[config.mk]
export PLATFORM = sky130hd
export DESIGN_NAME = instr_fetch_unit
export DESIGN_NICKNAME = d
export VERILOG_FILES = /design/src/rtl/core_pkg.sv /design/src/rtl/fetch_buffer.sv /design/src/rtl/instr_fetch_unit.sv
export SDC_FILE = /design/constraint.sdc
export NUM_CORES = 1
export LEC_CHECK = 0
export ABC_AREA = 1
export ABC_CLOCK_PERIOD_IN_PS = 3000
export BUFFER_PORTS_ARGS = -buffer_cell sky130_fd_sc_hd__buf_2
export CAP_MARGIN = 40
export CORE_ASPECT_RATIO = 1.75
export CORE_UTILIZATION = 55
export CTS_CLUSTER_SIZE = 16
export DETAILED_ROUTE_END_ITERATION = 10
export PLACE_DENSITY = 0.84
export SLEW_MARGIN = 30
export SYNTH_ARGS = -nofsm -noshare
export SYNTH_HDL_FRONTEND = slang
export SYNTH_SLANG_ARGS = --single-unit
[constraint.sdc]
create_clock -name clk -period 3 [get_ports clk]
set_input_delay 0.6 -clock clk [delete_from_list [all_inputs] [get_ports clk]]
set_output_delay 0.6 -clock clk [all_outputs]
set_load 0.01 [all_outputs]
[src/rtl/core_pkg.sv]
// Shared core types: RISC-V base opcodes, fetch FSM states and fetch-buffer entry layout.
package core_pkg;

    localparam int unsigned ADDR_W    = 32;
    localparam int unsigned INSTR_W   = 32;
    localparam int unsigned OPCODE_W  = 7;
    localparam int unsigned IMM_SRC_W = 25;

    localparam logic [ADDR_W-1:0] DEFAULT_RESET_PC = 32'h0000_0000;

    typedef enum logic [OPCODE_W-1:0] {
        OP_LOAD     = 7'b000_0011,
        OP_MISC_MEM = 7'b000_1111,
        OP_IMM      = 7'b001_0011,
        OP_AUIPC    = 7'b001_0111,
        OP_STORE    = 7'b010_0011,
        OP_OP       = 7'b011_0011,
        OP_LUI      = 7'b011_0111,
        OP_BRANCH   = 7'b110_0011,
        OP_JALR     = 7'b110_0111,
        OP_JAL      = 7'b110_1111,
        OP_SYSTEM   = 7'b111_0011
    } opcode_t;

    typedef enum logic [1:0] {
        FS_RESET = 2'd0,
        FS_RUN   = 2'd1,
        FS_DRAIN = 2'd2
    } fetch_state_t;

    typedef struct packed {
        logic [ADDR_W-1:0]  pc;
        logic [INSTR_W-1:0] instr;
        logic               filled;
    } fetch_entry_t;

endpackage

[src/rtl/fetch_buffer.sv]
// In-order fetch queue: entries are allocated at request time and filled by responses in order.
module fetch_buffer
    import core_pkg::*;
#(
    parameter int unsigned DEPTH = 2,
    parameter int unsigned CNT_W = $clog2(DEPTH) + 1
) (
    input  logic               clk,
    input  logic               rst_n,
    input  logic               flush,
    input  logic               alloc,
    input  logic [ADDR_W-1:0]  alloc_pc,
    input  logic               fill,
    input  logic [INSTR_W-1:0] fill_data,
    input  logic               pop,
    output logic               head_valid,
    output logic [ADDR_W-1:0]  head_pc,
    output logic [INSTR_W-1:0] head_instr,
    output logic [CNT_W-1:0]   alloc_cnt,
    output logic [CNT_W-1:0]   unfilled_cnt
);

    localparam int unsigned PTR_W = (DEPTH > 1) ? $clog2(DEPTH) : 1;

    fetch_entry_t     entries [DEPTH];
    logic [PTR_W-1:0] head_ptr;
    logic [PTR_W-1:0] fill_ptr;
    logic [PTR_W-1:0] tail_ptr;

    assign head_valid = entries[head_ptr].filled;
    assign head_pc    = entries[head_ptr].pc;
    assign head_instr = entries[head_ptr].instr;

    // Alloc, fill and pop always hit distinct slots, so they may all land in one cycle.
    always_ff @(posedge clk or negedge rst_n) begin
        if (!rst_n) begin
            entries      <= '{default: '0};
            head_ptr     <= '0;
            fill_ptr     <= '0;
            tail_ptr     <= '0;
            alloc_cnt    <= '0;
            unfilled_cnt <= '0;
        end else if (flush) begin
            for (int unsigned i = 0; i < DEPTH; i++) begin
                entries[PTR_W'(i)].filled <= 1'b0;
            end
            head_ptr     <= '0;
            fill_ptr     <= '0;
            tail_ptr     <= '0;
            alloc_cnt    <= '0;
            unfilled_cnt <= '0;
        end else begin
            if (alloc) begin
                entries[tail_ptr].pc     <= alloc_pc;
                entries[tail_ptr].filled <= 1'b0;
                tail_ptr                 <= tail_ptr + PTR_W'(1);
            end
            if (fill) begin
                entries[fill_ptr].instr  <= fill_data;
                entries[fill_ptr].filled <= 1'b1;
                fill_ptr                 <= fill_ptr + PTR_W'(1);
            end
            if (pop) begin
                entries[head_ptr].filled <= 1'b0;
                head_ptr                 <= head_ptr + PTR_W'(1);
            end
            alloc_cnt    <= alloc_cnt + CNT_W'(alloc) - CNT_W'(pop);
            unfilled_cnt <= unfilled_cnt + CNT_W'(alloc) - CNT_W'(fill);
        end
    end

    // A response must always have an outstanding slot waiting for it.
    fill_has_slot: assert property (@(posedge clk) disable iff (!rst_n) fill |-> (unfilled_cnt != '0));

endmodule

[src/rtl/instr_fetch_unit.sv]
// Fetch stage: owns the PC, issues in-order word fetches, buffers returns and feeds decode.
module instr_fetch_unit
    import core_pkg::*;
#(
    parameter logic [ADDR_W-1:0] RESET_PC  = DEFAULT_RESET_PC,
    parameter int unsigned       BUF_DEPTH = 2,
    parameter int unsigned       DROP_W    = $clog2(BUF_DEPTH) + 1
) (
    input  logic                 clk,
    input  logic                 rst_n,
    output logic                 imem_req_valid,
    input  logic                 imem_req_ready,
    output logic [ADDR_W-1:0]    imem_req_addr,
    input  logic                 imem_rsp_valid,
    input  logic [INSTR_W-1:0]   imem_rsp_data,
    input  logic                 redirect_valid,
    input  logic [ADDR_W-1:0]    redirect_pc,
    input  logic                 dec_ready,
    output logic                 dec_valid,
    output logic [INSTR_W-1:0]   dec_instr,
    output logic [ADDR_W-1:0]    dec_pc,
    output logic [OPCODE_W-1:0]  dec_opcode,
    output logic [IMM_SRC_W-1:0] dec_imm_src
);

    fetch_state_t      state;
    fetch_state_t      state_next;
    logic [ADDR_W-1:0] pc;
    logic [ADDR_W-1:0] pc_next;
    logic [DROP_W-1:0] drop_cnt;
    logic [DROP_W-1:0] drop_next;
    logic [DROP_W-1:0] pend_cnt;

    logic               buf_alloc;
    logic               buf_fill;
    logic               buf_pop;
    logic               buf_flush;
    logic               head_valid;
    logic [ADDR_W-1:0]  head_pc;
    logic [INSTR_W-1:0] head_instr;
    logic [DROP_W-1:0]  alloc_cnt;
    logic [DROP_W-1:0]  unfilled_cnt;

    // Issue gating uses only registered occupancy: no path from dec_ready to the request.
    assign imem_req_valid = (state == FS_RUN) && (alloc_cnt < DROP_W'(BUF_DEPTH)) && !redirect_valid;
    assign imem_req_addr  = pc;
    assign buf_alloc      = imem_req_valid && imem_req_ready;

    assign dec_valid   = head_valid && !redirect_valid;
    assign buf_pop     = dec_valid && dec_ready;
    assign dec_instr   = head_instr;
    assign dec_pc      = head_pc;
    assign dec_opcode  = head_instr[OPCODE_W-1:0];
    assign dec_imm_src = head_instr[INSTR_W-1:OPCODE_W];

    fetch_buffer #(
        .DEPTH (BUF_DEPTH),
        .CNT_W (DROP_W)
    ) u_fetch_buffer (
        .clk          (clk),
        .rst_n        (rst_n),
        .flush        (buf_flush),
        .alloc        (buf_alloc),
        .alloc_pc     (pc),
        .fill         (buf_fill),
        .fill_data    (imem_rsp_data),
        .pop          (buf_pop),
        .head_valid   (head_valid),
        .head_pc      (head_pc),
        .head_instr   (head_instr),
        .alloc_cnt    (alloc_cnt),
        .unfilled_cnt (unfilled_cnt)
    );

    always_ff @(posedge clk or negedge rst_n) begin
        if (!rst_n) begin
            state    <= FS_RESET;
            pc       <= RESET_PC;
            drop_cnt <= '0;
        end else begin
            state    <= state_next;
            pc       <= pc_next;
            drop_cnt <= drop_next;
        end
    end

    // Redirect overrides every state; responses already in flight become drop credits.
    always_comb begin
        state_next = state;
        pc_next    = pc;
        drop_next  = drop_cnt;
        buf_flush  = 1'b0;
        buf_fill   = 1'b0;
        pend_cnt   = unfilled_cnt + ((state == FS_DRAIN) ? drop_cnt : '0);

        if (redirect_valid) begin
            if (imem_rsp_valid && (pend_cnt != '0)) begin
                pend_cnt = pend_cnt - DROP_W'(1);
            end
            pc_next    = redirect_pc & 32'hFFFF_FFFC;
            buf_flush  = 1'b1;
            drop_next  = pend_cnt;
            state_next = (pend_cnt != '0) ? FS_DRAIN : FS_RUN;
        end else begin
            case (state)
                FS_RESET: state_next = FS_RUN;
                FS_RUN: begin
                    buf_fill = imem_rsp_valid;
                    if (buf_alloc) begin
                        pc_next = pc + ADDR_W'(4);
                    end
                end
                FS_DRAIN: begin
                    if (imem_rsp_valid && (drop_cnt != '0)) begin
                        drop_next = drop_cnt - DROP_W'(1);
                        if (drop_cnt == DROP_W'(1)) begin
                            state_next = FS_RUN;
                        end
                    end
                end
                default: state_next = FS_RESET;
            endcase
        end
    end

endmodule

# [Yosys cells after proc, flatten, opt, wreduce, memory -nomap -nowiden]
# Cells that the tools add are included.
[word_totals] inputBits=70 wordCells=116 register_bits=173 output_inout_bits=130
[op_classes] muxes=50 add_sub_neg=11 reduce_logical=25 n_bitwise=3 eq_ne=6 order_cmp=7
[ops] cell="bitwise mux 130 bit" n=5
[ops] cell="2-to-1 mux 130 bit" n=5
[ops] cell="demux 65 bit (select 1 bit)" n=5
[ops] cell="2-to-1 mux 65 bit" n=4
[ops] cell="2-to-1 mux 32 bit" n=3
[ops] cell="2-to-1 mux 33 bit" n=1
[ops] cell="adder 32 x 3 -> 32 bit, second input constant" n=1
[ops] cell="2-to-1 mux 2 bit" n=12
[ops] cell="nonzero test 2 bit" n=10
[ops] cell="2-to-1 mux 1 bit" n=14
[ops] cell="logical AND 1 bit" n=10
[ops] cell=">= comparator 2 bit, second input constant" n=3
[ops] cell="< comparator 2 x 1 -> 1 bit, second input constant" n=3
[ops] cell="inequality test 3 x 2 -> 1 bit, second input constant" n=2
[ops] cell="NOT 1 -> 2 bit" n=3
[ops] cell="case mux 2 bit (3 select lines)" n=1
[ops] cell="adder 2 x 1 -> 2 bit" n=2
[ops] cell="equality test 2 x 1 -> 1 bit, second input constant" n=2
[ops] cell="AND reduction 2 bit" n=2
[ops] cell="subtractor 2 x 1 -> 2 bit" n=2
[ops] cell="subtractor 2 x 1 -> 2 bit, second input constant" n=2
[ops] cell="adder 1 bit, second input constant" n=3
[ops] cell="AND reduction 3 bit" n=1
[ops] cell="adder 2 bit" n=1
[ops] cell="5 further kinds" n=5

# [Logic depth before layout (Yosys ltp)]
# Gate-level depths: netlist (run 1).
[logic_depth] word_depth=16 ltp_mapped=14 depth_no_buf=14

# [Modules after synthesis]
# From an unflattened synthesis (run 1), not the netlist that was laid out.
[hier_totals] hier_cells=1187 area_unflattened_um2=8954.8
[by_module_without_submodules] mod="fetch_buffer" seq_area_each_um2=3428.3 area_each_um2=6044.5 instances=1 cells_each=742
[by_module_without_submodules] mod="instr_fetch_unit" seq_area_each_um2=850.8 area_each_um2=2910.3 instances=1 cells_each=445

# [Worst setup path before layout (run 1)]
# OpenSTA, ideal clock, no wires.
[synth_path] kind="register -> register" start="register state[0]" end="register state[0]" arrival_time_ns=2.052 path_slack_ns=0.871 required_ns=2.924 stages_incl_launch_ff=14 setup_time_ns=0.076 n_path_buf=0 synth_period_minus_slack_ns=2.129 path_cell_list="dfrtp_1 > inv_1 > nand2_1 > nor2_1 > ha_1 > xor2_1 > nand2_1 > and2_1 > ha_1 > or2_2 > or2_0 > nand3_1 > nand2_1 > o21ai_1"
[synth_between] elab_chain_cells=10 elab_cells_between_ends=18 cone_classes="add/sub (2); eq/ne (5); mux (6); reduce/logical (5)"
[synth_lines] element="start: declaration" line="instr_fetch_unit.sv:26" rtl="fetch_state_t state;"
[synth_lines] element="start signal: assignment" line="instr_fetch_unit.sv:81" rtl="state <= state_next;"
[synth_lines] element="parallel branches: the longest is 10 deep, another holds adder 2 bit"
# Several ways; the timed one is not identified. The select of a mux whose other input is x is not followed.
# A chain may end at the register's enable or synchronous reset.

# [Final worst setup path (run 1)]
[layout_path] start="register u_fetch_buffer.head_ptr" end="output port dec_pc[18]"
[layout_between] elab_chain_cells=4
[layout_lines] element="start: declaration" line="fetch_buffer.sv:26" rtl="logic [PTR_W-1:0] head_ptr;"
[layout_lines] element="start signal: assignment" line="fetch_buffer.sv:65" rtl="head_ptr <= head_ptr + PTR_W'(1);"
[layout_lines] element="NOT 1 -> 2 bit (implied by the code)" line="fetch_buffer.sv:31" rtl="assign head_pc = entries[head_ptr].pc;"
[layout_lines] element="2-to-1 mux 65 bit (3 in series)"
[layout_lines] element="end: declaration" line="instr_fetch_unit.sv:21" rtl="output logic [ADDR_W-1:0] dec_pc,"
# Every way passes these cells. The select of a mux whose other input is x is not followed.

==> results of run 1 <==
[cell families after synthesis]
family	synth area share [%]
compound gates	11.37
xor+xnor	1.308
fa+ha+maj	1.294
buf+inv	10.51
flops	48.02
other cells	0.04309
simple gates	27.45
[power breakdown]
part           switching [uW]  internal (uW)  total (uW)
logic                    2120           1340        3460
clock network             946           1190        2140
registers                 606           3120        3720
[layout by cell type, fill, tap and decap left out, types with 5 or more instances in the layout]
cell	netlist	final
sky130_fd_sc_hd__a21oi_1	5	5
sky130_fd_sc_hd__buf_2	8	192
sky130_fd_sc_hd__buf_4	38	9
sky130_fd_sc_hd__clkbuf_16	0	17
sky130_fd_sc_hd__dfrtp_1	167	166
sky130_fd_sc_hd__ha_1	9	9
sky130_fd_sc_hd__inv_1	94	94
sky130_fd_sc_hd__inv_2	7	7
sky130_fd_sc_hd__inv_6	0	5
sky130_fd_sc_hd__nand2_1	485	485
sky130_fd_sc_hd__nand3_1	41	41
sky130_fd_sc_hd__nor2_1	64	64
sky130_fd_sc_hd__o211ai_1	5	5
sky130_fd_sc_hd__o21ai_0	86	86
sky130_fd_sc_hd__o21ai_1	36	36
sky130_fd_sc_hd__o21ai_2	29	29
sky130_fd_sc_hd__xor2_1	10	10
[layout make-up]
class                           count  area (um2)  share of cell area (%)
Tap cell                          186       232.7                   2.306
Inverter                          101       379.1                   3.757
Multi-Input combinational cell    802        3620                   35.87
Sequential cell                   167        4180                   41.43
Clock inverter                     13       136.4                   1.352
Timing Repair Buffer              205        1100                   10.90
Clock buffer                       19       442.9                   4.389
[cell usage after synthesis]
cell type / instances / share of area (%)
sky130_fd_sc_hd__xnor2_1: 3 / 0.30
sky130_fd_sc_hd__clkbuf_1: 26 / 1.1
sky130_fd_sc_hd__o21ai_0: 86 / 4.9
sky130_fd_sc_hd__xor2_1: 10 / 1.0
sky130_fd_sc_hd__buf_2: 8 / 0.46
sky130_fd_sc_hd__and2_1: 1 / 0.072
sky130_fd_sc_hd__o21ai_2: 29 / 2.9
sky130_fd_sc_hd__ha_1: 9 / 1.3
sky130_fd_sc_hd__buf_1: 3 / 0.13
sky130_fd_sc_hd__nand4_1: 2 / 0.14
sky130_fd_sc_hd__o211ai_1: 5 / 0.43
sky130_fd_sc_hd__a21oi_1: 5 / 0.29
sky130_fd_sc_hd__o22ai_1: 1 / 0.072
sky130_fd_sc_hd__nor2_2: 3 / 0.22
sky130_fd_sc_hd__conb_1: 1 / 0.043
sky130_fd_sc_hd__nor3_4: 1 / 0.19
sky130_fd_sc_hd__o31ai_1: 1 / 0.086
sky130_fd_sc_hd__nor2_1: 64 / 2.8
sky130_fd_sc_hd__inv_2: 7 / 0.30
sky130_fd_sc_hd__or2_2: 2 / 0.14
sky130_fd_sc_hd__o21ai_1: 36 / 2.1
sky130_fd_sc_hd__nor3_1: 1 / 0.057
sky130_fd_sc_hd__nand2_1: 485 / 21
sky130_fd_sc_hd__a31oi_1: 3 / 0.22
sky130_fd_sc_hd__a22oi_1: 4 / 0.35
sky130_fd_sc_hd__nand2_2: 2 / 0.14
sky130_fd_sc_hd__buf_4: 38 / 3.3
sky130_fd_sc_hd__nand3_2: 1 / 0.12
sky130_fd_sc_hd__inv_1: 94 / 4.1
sky130_fd_sc_hd__dfrtp_1: 167 / 48
sky130_fd_sc_hd__buf_6: 9 / 1.2
sky130_fd_sc_hd__nand3_1: 41 / 2.4
sky130_fd_sc_hd__or2_0: 1 / 0.072
sky130_fd_sc_hd__nand2_4: 2 / 0.26
[path summary, 6_finish.rpt]
check | from | endpoint | slack (ps)
worst max-delay path | u_fetch_buffer.head_ptr$_DFFE_PN0P_ | dec_pc[18] | 300
worst min-delay path | rst_n | u_fetch_buffer.unfilled_cnt[1]$_DFF_PN0_ | 130
worst max register to register | state[0]$_DFFE_PN0P_ | state[0]$_DFFE_PN0P_ | 640
worst min register to register | u_fetch_buffer.entries[6]$_DFFE_PN0P_ | u_fetch_buffer.entries[6]$_DFFE_PN0P_ | 470
max in group asynchronous | rst_n | u_fetch_buffer.entries[9]$_DFFE_PN0P_ | 2050
min in group clk | redirect_pc[13] | imem_req_addr[13]$_DFFE_PN0P_ | 400
[layer usage]
metal	part of all wire, %	global-route usage, %	vias to the layer above
li1	-	-	3839
met1	38	31.56	3555
met2	52	48.44	285
met3	5.2	3.985	59
met4	4.8	14.73	0
met5	0	0	-
[flip-flops by register name (all words and copies together), names as in the netlist]
name and count:
u_fetch_buffer.unfilled_cnt 2, u_fetch_buffer.entries 126, state 2, u_fetch_buffer.fill_ptr 1, drop_cnt 2, u_fetch_buffer.alloc_cnt 2
u_fetch_buffer.tail_ptr 1, u_fetch_buffer.head_ptr 1, imem_req_addr 30
[stage by stage]
| stage | utilization (%) | cells | area (um2) | hold WS [ps] | setup WS (ps) |
|---|---|---|---|---|---|
| after floorplan | - | 1154 | 8713 | 304.4 | 871.3 |
| after global placement | 61.54 | 1459 | 9472 | 462.8 | 638.7 |
| after detailed placement | 61.80 | 1461 | 9512 | 458.3 | 592.7 |
| after CTS | 65.57 | 1493 | 10090 | 149.1 | 291.2 |
| after global routing | 65.57 | 1493 | 10090 | 166.9 | 161.8 |
| final | 65.57 | 1493 | 10090 | 129.1 | 304.5 |
==> impl_metrics.xml, run 1 <==
<?xml version="1.0" encoding="UTF-8"?>
<metrics>
  <group name="global_routing">
    <metric name="first_global_vias" unit="">7502</metric>
    <metric name="gr-usage-all-layers" unit="%">27.30</metric>
    <metric name="grt_start_max_net_pins" unit="">78</metric>
    <metric name="grt_first_pass_wirelength" unit="um">35530</metric>
    <metric name="grt_overflow_total" unit="">0</metric>
    <metric name="initial_antenna_violation_count" unit="">0</metric>
  </group>
  <group name="clock_network">
    <metric name="cts.hold.buffers_added" unit="">0</metric>
    <metric name="h_tree_lvls" unit="">4</metric>
    <metric name="clk_transition_reported_paths" unit="ps">70</metric>
    <metric name="cts_resized" unit="">0</metric>
    <metric name="cts_root_buffer" unit="">sky130_fd_sc_hd__clkbuf_16</metric>
    <metric name="cts_inserted_buffers" unit="">17</metric>
    <metric name="clkSinkCount" unit="">167</metric>
    <metric name="tritoncts" unit="">built</metric>
    <metric name="post_cts.repair.setup_buffers" unit="">0</metric>
    <metric name="worstSkewPairLatency" unit="ps">420</metric>
    <metric name="cts-root-to-sink-buffers" unit="">2</metric>
  </group>
  <group name="logic_synthesis">
    <metric name="post_synth_inst_count" unit="">1151</metric>
    <metric name="yosys_warnings" unit="">0</metric>
    <metric name="syn-cell-area" unit="mm2">0.008702</metric>
    <metric name="yosys_register_bits" unit="">167</metric>
    <metric name="post_synth.cell_area_avg" unit="um2">7.560</metric>
    <metric name="ys_types" unit="">34</metric>
    <metric name="synth-seq-area-share" unit="%">48.02</metric>
  </group>
  <group name="layout">
    <metric name="drive_gt1_share" unit="%">21.73</metric>
    <metric name="syn_to_final_growth" unit="%">15.96</metric>
    <metric name="antenna_cells_inserted" unit="">0</metric>
    <metric name="nNetsFinal" unit="">1373</metric>
    <metric name="fill_cells" unit="">1375</metric>
  </group>
  <group name="sta">
    <metric name="worst-slew-pin-transition" unit="ps">811.7</metric>
    <metric name="report.final.setup_viol" unit="">0</metric>
    <metric name="slew_headroom" unit="%">45.88</metric>
    <metric name="finalMaxSlewViolations" unit="">0</metric>
    <metric name="period_utilisation_layout" unit="%">89.85</metric>
    <metric name="timing.fmax" unit="MHz">371.0</metric>
    <metric name="setup_total_negative_slack" unit="ps">0</metric>
    <metric name="final_period_minus_worst_setup_slack" unit="ps">2695</metric>
    <metric name="finClkSkew" unit="ps">10.54</metric>
    <metric name="rsz0062_at_grt" unit="">false</metric>
    <metric name="hold_viol_final" unit="">0</metric>
  </group>
  <group name="floorplanning">
    <metric name="top_level_ports" unit="">200</metric>
    <metric name="placeableCoreArea" unit="mm2">0.01539</metric>
    <metric name="fp.dieW" unit="um">97.09</metric>
    <metric name="fp.dieArea" unit="mm2">0.01635</metric>
    <metric name="die-height" unit="um">168.4</metric>
    <metric name="rows" unit="">60</metric>
    <metric name="initial_core_util" unit="%">56.54</metric>
  </group>
  <group name="status">
    <metric name="run_status" unit="">complete, no violations</metric>
  </group>
  <group name="power_and_ir_drop">
    <metric name="vdd.ir_drop.worst" unit="uV">450.7</metric>
    <metric name="p_leak" unit="uW">0.005552</metric>
    <metric name="power-per-cell-area" unit="mW/mm2">924.4</metric>
    <metric name="fin_total_pwr" unit="uW">9328</metric>
  </group>
  <group name="route">
    <metric name="detail_route.first_pass.iterations" unit="">5</metric>
    <metric name="dr.first_iter.drc_count" unit="">463</metric>
    <metric name="final_antenna_net_count" unit="">0</metric>
    <metric name="route.detailed.drc" unit="">0</metric>
    <metric name="drt-wirelength-per-cell" unit="um">14.39</metric>
    <metric name="wire_length_after_detailed_routing" unit="um">21480</metric>
    <metric name="drt-vias-per-instance" unit="">5.183</metric>
    <metric name="dr_total_vias" unit="">7738</metric>
  </group>
  <group name="critical_path">
    <metric name="logic_depth_of_the_worst_path_buffers_included" unit="">4</metric>
    <metric name="cpLargestDelayFamily" unit="">flip-flops</metric>
    <metric name="crit_path_end_kind" unit="">output port</metric>
    <metric name="timing.critical_path.buf_inv" unit="">2</metric>
    <metric name="path_cells" unit="">buf_4 &gt; nand2_1 &gt; nand2_1 &gt; buf_2</metric>
    <metric name="crit_path_max_incr_delay" unit="ps">790</metric>
    <metric name="timing.critical_path.slowest_stage_cell" unit="">sky130_fd_sc_hd__dfrtp_2</metric>
    <metric name="timing.setup.critical_path_class" unit="">reg -&gt; out</metric>
    <metric name="timing.critical_path.fanout_max" unit="">34</metric>
    <metric name="critPathArrivalTime" unit="ps">2100</metric>
    <metric name="worst-endpoint-required" unit="ps">2400</metric>
    <metric name="r2r.worst_path.cells" unit="">13</metric>
    <metric name="critical_path.most_common_cell" unit="">sky130_fd_sc_hd__nand2_1</metric>
    <metric name="cp-start-kind" unit="">register</metric>
  </group>
  <group name="hold_path">
    <metric name="hold_path_class" unit="">in -&gt; async</metric>
  </group>
  <group name="placement">
    <metric name="place.gp.congestion" unit="">0.9289</metric>
    <metric name="portBuffers" unit="">193</metric>
    <metric name="dp_hpwl" unit="um">15390</metric>
  </group>
  <group name="run">
    <metric name="timing.max_cap.violations" unit="">0</metric>
  </group>
</metrics>
No activity file was read; power rests on OpenSTA's default activity.
==> run 2, diff against run 1 <==
ABC_CLOCK_PERIOD_IN_PS = 3200   (was 3000)
CORE_UTILIZATION = 59   (was 55)
PLACE_DENSITY = 0.89   (was 0.84)
SETUP_SLACK_MARGIN = 0.5   (was default)
clock period = 3.2 ns   (was 3 ns; I/O delays follow)
==> run 2 against run 1 <==
Against the previous run: cell count decreased by 0.47%; sequential power decreased by 6.7%; register-to-register slack improved by 170 ps; hold slack improved by 110 ps; clock skew decreased by 4.6 ps; critical path depth increased by 10; sequential cell count unchanged; sequential share of layout area about the same; count of clock-buffer cells in the layout decreased by 1; die area decreased by 6.7%; routed wire length decreased by 1.9%; critical path type is now reg -> reg; setup slack improved by 500 ps.
==> impl_metrics.xml, run 2 (synthesized netlist as in run 1, its figures left out) <==
<?xml version="1.0" encoding="UTF-8"?>
<metrics>
  <group name="status">
    <metric name="run_status" unit="">complete, no violations</metric>
  </group>
  <group name="sta">
    <metric name="timing.hold.ws" unit="ps">238.9</metric>
    <metric name="worst-slew-pin-transition" unit="ps">802.9</metric>
    <metric name="finClkSkew" unit="ps">5.915</metric>
    <metric name="final_period_minus_worst_setup_slack" unit="ps">2394</metric>
    <metric name="setup_total_negative_slack" unit="ps">0</metric>
    <metric name="period_utilisation_layout" unit="%">74.81</metric>
    <metric name="rsz0062_at_grt" unit="">false</metric>
    <metric name="timing.fmax" unit="MHz">417.7</metric>
    <metric name="report.final.setup_viol" unit="">0</metric>
    <metric name="hold_viol_final" unit="">0</metric>
    <metric name="finalMaxSlewViolations" unit="">0</metric>
    <metric name="slew_headroom" unit="%">46.47</metric>
  </group>
  <group name="layout">
    <metric name="largest_register_ff_count" unit="">126</metric>
    <metric name="drive_gt1_share" unit="%">21.75</metric>
    <metric name="final_common_cell" unit="">sky130_fd_sc_hd__nand2_1</metric>
    <metric name="regMostFlops" unit="">u_fetch_buffer.entries</metric>
    <metric name="antenna_cells_inserted" unit="">0</metric>
    <metric name="final_core_utilization" unit="%">70.21</metric>
    <metric name="syn_to_final_growth" unit="%">15.93</metric>
    <metric name="fin_area" unit="mm2">0.01009</metric>
    <metric name="fill_cells" unit="">1181</metric>
    <metric name="nNetsFinal" unit="">1372</metric>
    <metric name="mostFrequentLayoutCells" unit="">485 x sky130_fd_sc_hd__nand2_1, 192 x sky130_fd_sc_hd__buf_2, 166 x sky130_fd_sc_hd__dfrtp_1</metric>
  </group>
  <group name="hold_path">
    <metric name="hold_path_class" unit="">in -&gt; async</metric>
  </group>
  <group name="floorplanning">
    <metric name="fp.dieArea" unit="mm2">0.01526</metric>
    <metric name="fp.dieW" unit="um">93.81</metric>
    <metric name="initial_core_util" unit="%">60.56</metric>
    <metric name="placeableCoreArea" unit="mm2">0.01437</metric>
    <metric name="top_level_ports" unit="">200</metric>
    <metric name="die-height" unit="um">162.7</metric>
    <metric name="rows" unit="">58</metric>
  </group>
  <group name="route">
    <metric name="route.detailed.drc" unit="">0</metric>
    <metric name="dr_total_vias" unit="">7840</metric>
    <metric name="dr.first_iter.drc_count" unit="">594</metric>
    <metric name="detail_route.first_pass.iterations" unit="">5</metric>
    <metric name="drt-vias-per-instance" unit="">5.276</metric>
    <metric name="wire_length_after_detailed_routing" unit="um">21080</metric>
    <metric name="drt-wirelength-per-cell" unit="um">14.19</metric>
    <metric name="final_antenna_net_count" unit="">0</metric>
  </group>
  <group name="critical_path">
    <metric name="timing.setup.critical_path_class" unit="">reg -&gt; reg</metric>
    <metric name="worst-endpoint-required" unit="ps">3550</metric>
    <metric name="crit_start" unit="">state[0]$_DFFE_PN0P_</metric>
    <metric name="cp-start-kind" unit="">register</metric>
    <metric name="crit_path_end_kind" unit="">register</metric>
    <metric name="rr_startpoint" unit="">state[0]$_DFFE_PN0P_</metric>
    <metric name="critPathArrivalTime" unit="ps">2740</metric>
    <metric name="timing.critical_path.fanout_max" unit="">4</metric>
    <metric name="setup.reg_to_reg.worst_slack" unit="ps">810</metric>
  </group>
  <group name="clock_network">
    <metric name="h_tree_lvls" unit="">4</metric>
    <metric name="cts_inserted_buffers" unit="">17</metric>
    <metric name="cts.hold.buffers_added" unit="">0</metric>
    <metric name="clkSinkCount" unit="">167</metric>
    <metric name="worstSkewPairLatency" unit="ps">420</metric>
    <metric name="clk_transition_reported_paths" unit="ps">70</metric>
    <metric name="tritoncts" unit="">built</metric>
    <metric name="cts-root-to-sink-buffers" unit="">2</metric>
    <metric name="cts_root_buffer" unit="">sky130_fd_sc_hd__clkbuf_16</metric>
    <metric name="post_cts.repair.setup_buffers" unit="">0</metric>
    <metric name="cts_resized" unit="">0</metric>
  </group>
  <group name="global_routing">
    <metric name="gr-usage-all-layers" unit="%">28.41</metric>
    <metric name="grt_first_pass_wirelength" unit="um">33930</metric>
    <metric name="grt_start_max_net_pins" unit="">79</metric>
    <metric name="initial_antenna_violation_count" unit="">0</metric>
    <metric name="first_global_vias" unit="">7417</metric>
    <metric name="grt_overflow_total" unit="">0</metric>
  </group>
  <group name="placement">
    <metric name="place_area" unit="mm2">0.009509</metric>
    <metric name="place.gp.congestion" unit="">1.009</metric>
    <metric name="portBuffers" unit="">193</metric>
    <metric name="dp_hpwl" unit="um">15020</metric>
  </group>
  <group name="power_and_ir_drop">
    <metric name="fin_total_pwr" unit="uW">8735</metric>
    <metric name="power-per-cell-area" unit="mW/mm2">865.8</metric>
    <metric name="p_leak" unit="uW">0.005535</metric>
    <metric name="vdd.ir_drop.worst" unit="uV">429.0</metric>
  </group>
  <group name="run">
    <metric name="timing.max_cap.violations" unit="">0</metric>
  </group>
</metrics>
run 2: cell type report:
type | count | area, um2 | share of cell area (%)
inverter | 101 | 379.1 | 3.758
clock inverter | 14 | 140.1 | 1.389
multi-input combinational | 802 | 3620 | 35.88
clock buffer | 18 | 439.2 | 4.353
sequential | 167 | 4180 | 41.44
timing repair buffer | 204 | 1105 | 10.95
tap | 180 | 225.2 | 2.232
run 2: path summary, 6_finish.rpt:
kind                                                       endpoint  cells past startpoint
hold reg to reg             u_fetch_buffer.entries[108]$_DFFE_PN0P_                      2
setup / recovery                               state[0]$_DFFE_PN0P_                     14
hold / removal             u_fetch_buffer.unfilled_cnt[0]$_DFF_PN0_                      1
min in group clk                      imem_req_addr[13]$_DFFE_PN0P_                      3
max in group asynchronous    u_fetch_buffer.entries[58]$_DFFE_PN0P_                      2
setup reg to reg                               state[0]$_DFFE_PN0P_                     14
run 2: worst max-delay path, stage by stage (launching register included):
cell and delay [ps]:
sky130_fd_sc_hd__dfrtp_1 410, sky130_fd_sc_hd__inv_1 100, sky130_fd_sc_hd__nand2_1 90, sky130_fd_sc_hd__nor2_1 110
sky130_fd_sc_hd__ha_1 200, sky130_fd_sc_hd__xor2_1 150, sky130_fd_sc_hd__nand2_1 90, sky130_fd_sc_hd__and2_1 150
sky130_fd_sc_hd__ha_1 180, sky130_fd_sc_hd__or2_2 330, sky130_fd_sc_hd__o21ai_0 180, sky130_fd_sc_hd__inv_1 50
sky130_fd_sc_hd__nand2_1 110, sky130_fd_sc_hd__nand2_1 70, sky130_fd_sc_hd__o21ai_1 110
run 2: per-layer routing:
| metal | track usage [%] | vias to the layer above | part of all wire (%) |
|---|---|---|---|
| met2 | 48.14 | 302 | 51 |
| met1 | 33.54 | 3617 | 39 |
| met3 | 3.922 | 84 | 4.4 |
| met4 | 17.76 | 0 | 5.5 |
| met5 | 0 | - | 0 |
| li1 | - | 3837 | - |
run 2: report_power, final:
| part | switching (uW) | internal, uW |
|---|---|---|
| Sequential | 551 | 2920 |
| Combinational | 2010 | 1260 |
| Clock | 880 | 1110 |
run 2: through the flow:
stage / instances / worst slack (ps)
2_1_floorplan: 1154 / 1071
3_3_place_gp: 1452 / 858.1
3_5_place_dp: 1454 / 811.8
4_1_cts: 1486 / 798.2
5_1_grt: 1486 / 604.9
6_report: 1486 / 806.1
